==> src/rtl/sd_card_cmd_responder.sv <==
// Card-side SD CMD line responder: receives 48-bit host commands and answers with R1-format frames.
// Optional macro SD_RESP_CRC_CHECK_EN: when defined, commands with a bad CRC7 are rejected.
module sd_card_cmd_responder #(
    parameter int NCR      = 2,
    parameter bit NO_RESP0 = 1'b1
) (
    input  logic        CLK,
    input  logic        RESET,
    input  logic        cmd_in,
    output logic        cmd_out,
    output logic        cmd_oe,
    input  logic [31:0] card_status,
    output logic [5:0]  cmd_index,
    output logic [31:0] cmd_arg,
    output logic        cmd_valid,
    output logic        cmd_err,
    output logic        busy
);

`ifdef SD_RESP_CRC_CHECK_EN
    localparam bit CRC_CHECK = 1'b1;
`else
    localparam bit CRC_CHECK = 1'b0;
`endif

    typedef enum logic [2:0] {IDLE, RECV, CHECK, WAIT, SEND} state_t;

    state_t      state, state_nx;
    logic [47:0] rx_sh;
    logic [47:0] tx_sh;
    logic [5:0]  cnt;      // rx bit count, WAIT cycle count and tx bit count
    logic        crc_ok;
    logic        frame_ok;
    logic [39:0] resp_body;
    logic [47:0] resp_frame;

    function automatic logic [6:0] crc7(input logic [39:0] d);
        logic [6:0] c;
        logic       fb;
        c = 7'd0;
        for (int i = 39; i >= 0; i--) begin
            fb = d[i] ^ c[6];
            c  = {c[5:0], 1'b0};
            if (fb) c = c ^ 7'h09;
        end
        return c;
    endfunction

    assign crc_ok     = (crc7(rx_sh[47:8]) == rx_sh[7:1]);
    assign frame_ok   = rx_sh[46] & rx_sh[0] & (crc_ok | ~CRC_CHECK);
    assign resp_body  = {2'b00, rx_sh[45:40], card_status};
    assign resp_frame = {resp_body, crc7(resp_body), 1'b1};

    always_ff @(posedge CLK or posedge RESET) begin
        if (RESET) state <= IDLE;
        else       state <= state_nx;
    end

    always_comb begin
        state_nx  = state;
        cmd_valid = 1'b0;
        cmd_err   = 1'b0;
        cmd_oe    = 1'b0;
        cmd_out   = 1'b1;
        busy      = (state != IDLE);
        case (state)
            IDLE:  if (!cmd_in) state_nx = RECV;
            RECV:  if (cnt == 6'd47) state_nx = CHECK;
            CHECK: begin
                if (!frame_ok) begin
                    cmd_err  = 1'b1;
                    state_nx = IDLE;
                end else begin
                    cmd_valid = 1'b1;
                    if (NO_RESP0 && rx_sh[45:40] == 6'd0) state_nx = IDLE;
                    else                                   state_nx = WAIT;
                end
            end
            WAIT:  if (cnt == 6'(NCR - 1)) state_nx = SEND;
            SEND: begin
                cmd_oe  = 1'b1;
                cmd_out = tx_sh[47];
                if (cnt == 6'd47) state_nx = IDLE;
            end
            default: state_nx = IDLE;
        endcase
    end

    always_ff @(posedge CLK or posedge RESET) begin
        if (RESET) begin
            rx_sh     <= '0;
            tx_sh     <= '0;
            cnt       <= '0;
            cmd_index <= '0;
            cmd_arg   <= '0;
        end else begin
            case (state)
                IDLE: begin
                    rx_sh <= {47'd0, cmd_in};
                    cnt   <= 6'd1;
                end
                RECV: begin
                    rx_sh <= {rx_sh[46:0], cmd_in};
                    cnt   <= cnt + 6'd1;
                end
                CHECK: begin
                    cnt   <= '0;
                    tx_sh <= resp_frame;
                    if (frame_ok) begin
                        cmd_index <= rx_sh[45:40];
                        cmd_arg   <= rx_sh[39:8];
                    end
                end
                WAIT: cnt <= (cnt == 6'(NCR - 1)) ? 6'd0 : cnt + 6'd1;
                SEND: begin
                    tx_sh <= {tx_sh[46:0], 1'b1};
                    cnt   <= cnt + 6'd1;
                end
                default: cnt <= '0;
            endcase
        end
    end

endmodule
==> config.mk <==
export PLATFORM = sky130hd
export DESIGN_NAME = sd_card_cmd_responder
export DESIGN_NICKNAME = d
export VERILOG_FILES = /design/src/rtl/sd_card_cmd_responder.sv
export SDC_FILE = /design/constraint.sdc
export NUM_CORES = 1
export LEC_CHECK = 0
export CORE_MARGIN = 4
export CORE_UTILIZATION = 40
export CTS_CLUSTER_DIAMETER = 150
export DETAILED_ROUTE_END_ITERATION = 7
export HOLD_SLACK_MARGIN = 0.03
export PLACE_DENSITY = 0.63
export SLEW_MARGIN = 20
export SYNTH_ARGS = -nofsm -noshare
export SYNTH_HDL_FRONTEND = slang
export SYNTH_SLANG_ARGS = --single-unit
==> constraint.sdc <==
create_clock -name CLK -period 4.8 [get_ports CLK]
set_input_delay 0.96 -clock CLK [delete_from_list [all_inputs] [get_ports CLK]]
set_output_delay 0.96 -clock CLK [all_outputs]
set_load 0.1 [all_outputs]
==> flow_summary.toml <==
[min_path]
hold_end = "tx_sh[0]"
worstHoldPathCells = 1
hp-class = "reg -> reg"
min_from = "tx_sh[0]"

[timing]
clock_skew_ns = 0.006112
drv_slew = 0
finalSetupViolCount = 0
relSlewSlack_pct = 33.36
rsz0062_at_grt = "false"
holdWs_ns = 0.4765
fin_crit_ns = 3.372
min_period_over_period_pct = 70.25
hold_viol_final = 0
fin_tns_setup_ns = 0
worstMarginPinSlew_ns = 0.9965
timing.fmax_mhz = 296.6

[cts]
root_buffer = "clkbuf_16"
cts_made_buffers = 17
clk_pin_slew_ns = 0.06
cts_tree = "built"
postCtsSetupRepairBufs = 0
postCtsHoldBufs = 0
post_cts_resize_count = 0
cts_num_sinks = 142
insertion_delay_ns = 0.41
cts_buffer_depth = 2
htreeDepth = 4

[critical_path]
cpMostUsedCell = "buf_4"
cp_top_family = "buffers and inverters"
slowest_delay_ns = 0.74
r2r_slack_ns = 1.83
rr_startpoint = "state[0]"
reg2regPathDepth = 6
worstPathCellList = "nor3_2 -> buf_4 -> buf_4"
startpoint = "state[0]"
r2r-end = "tx_sh[5]"
startpoint_type = "flop"
worstPathArrival_ns = 2.41
end_kind = "output pin"
cp_slowest_cell = "dfrtp_2"
required_ns = 3.84
path_class = "reg -> out"
crit_buf_inv = 2
cp_max_fo = 54

[flow_run]
drv_cap = 0

[pwr]
power.leakage_nw = 3.616
p_per_area_nw_per_um2 = 418.7
ir_drop_mv = 0.2520
power_mw = 3.391

[place]
place_hpwl_um = 9395
port_buffers = 77
place_congestion = 0.8282

[drt]
drt_iter0_markers = 282
drc = 0
viasPerCell = 5.037
wl_per_cell_um = 15.38
vias = 4508
dr.pass1.iters = 4
ant_nets = 0
drt-total-wl_um = 13770

[run_status]
status = "finished, final reports clean"

[yosys]
synth_seq_cells = 142
ys_types = 37
yosysSeqAreaShare_pct = 53.83
synth_edf_count = 0
async_reset_ff_share_pct = 100.0
netlist_area_um2 = 6601
synth.avg_cell_area_um2 = 10.97
ys.flop_type = "dfrtp_1"
syn_nets = 639
netlist_instances = 602
ys_warn_count = 0

[die]
design.core.area_um2 = 16000
start_util_pct = 41.26
pin_count = 78
die_width_um = 136.5
rows = 46
fp.dieArea_um2 = 18620
chipHeight_um = 136.5

[global_route]
overflow = 0
grt_pass1_vias = 4686
grt_usage_pct = 15.97
grt_pass1_wl_um = 23510
antenna_found_initial = 0
grt_max_degree = 96

[final_layout]
final_nets = 703
areaGrowthSynthToFinish_pct = 22.69
drive_above_1_share_pct = 14.87
num_antenna_cells = 0
cell families (layout without fill, tap and decap cells):
| kind of cell | Yosys count | count (layout) | share of synthesized area, % |
|---|---|---|---|
| buf+inv | 45 | 122 | 3.165 |
| compound gates | 112 | 112 | 10.48 |
| mux | 39 | 39 | 6.653 |
| simple gates | 196 | 196 | 11.58 |
| xor+xnor | 66 | 66 | 13.91 |
| flops | 142 | 142 | 53.83 |
| fa+ha+maj | 2 | 2 | 0.3790 |
registers in the layout (all words and copies together), names as in the netlist:
register	cells
state	3
cnt	6
tx_sh	48
rx_sh	47
cmd_arg	32
cmd_index	6
area by class of cell:
| class | instances | area (um^2) |
|---|---|---|
| Clock buffer | 20 | 446.7 |
| Clock inverter | 12 | 133.9 |
| Fill cell | 1459 | 7901 |
| Sequential cell | 142 | 3555 |
| Tap cell | 216 | 270.3 |
| Inverter | 6 | 27.53 |
| Multi-Input combinational cell | 415 | 2855 |
| Timing Repair Buffer | 84 | 810.8 |
power breakdown:
group,internal (mW),switching (mW)
Combinational,0.373,0.385
Clock,0.782,0.505
Sequential,1.28,0.0645
Total,2.44,0.955
worst max-delay path by stage:
stage / to / slack, ns / cells past startpoint
after CTS: cmd_oe / 1.43 / 3
after global placement: tx_sh[4] / 1.37 / 7
final: cmd_oe / 1.43 / 3
after detailed placement: tx_sh[4] / 1.31 / 7
after global routing: cmd_oe / 1.27 / 3
after floorplan: cmd_arg[0] / 0.03 / 1
cells in the final DEF, fill, tap and decap left out, types with 3 or more instances in the layout:
master           count
inv_1                5
xnor3_2              6
buf_4               12
inv_6                4
nor2_1               8
o21ai_0             51
o21ai_1              8
clkbuf_16           17
nand2b_1             3
xnor3_1              9
xnor2_4              3
xor2_1               9
nand2_1            173
clkinv_2             3
nand3_1              3
clkdlybuf4s50_1     72
xnor2_1             34
mux2_2              39
dfrtp_1            141
a22oi_1             45
synthesized netlist by cell type (3+ instances only):
library cell,instances,area (um^2)
a22oi_1,45,337.8
nand3_1,3,15.01
nand2b_1,3,18.77
o21ai_0,51,255.2
mux2_2,39,439.2
inv_1,6,22.52
nor2_1,9,33.78
xnor3_2,6,142.6
clkbuf_1,27,101.4
xor2_1,9,78.83
xnor2_1,34,297.8
nand2_1,174,653.1
xnor3_1,9,202.7
o21ai_1,8,40.04
dfrtp_1,142,3553
xnor2_4,3,82.58
buf_1,6,22.52
metrics by stage:
step	util, %	setup slack (ns)	cells	instance area, um^2
floorplan	-	0.03043	602	6601
global placement	46.99	1.373	863	7518
detailed placement	46.99	1.312	863	7518
CTS	50.62	1.429	895	8099
global route	50.62	1.266	895	8099
finish	50.62	1.428	895	8099
metal layers:
| metal | up-vias | wire, um | global-route usage, % |
|---|---|---|---|
| met2 | 104 | 6581 | 25.66 |
| met1 | 2222 | 6268 | 21.11 |
| met5 | - | 0 | 0 |
| li1 | 2160 | - | - |
| met4 | 0 | 238 | 4.927 |
| met3 | 22 | 676 | 4.404 |
(Power assumes the default switching activity.)
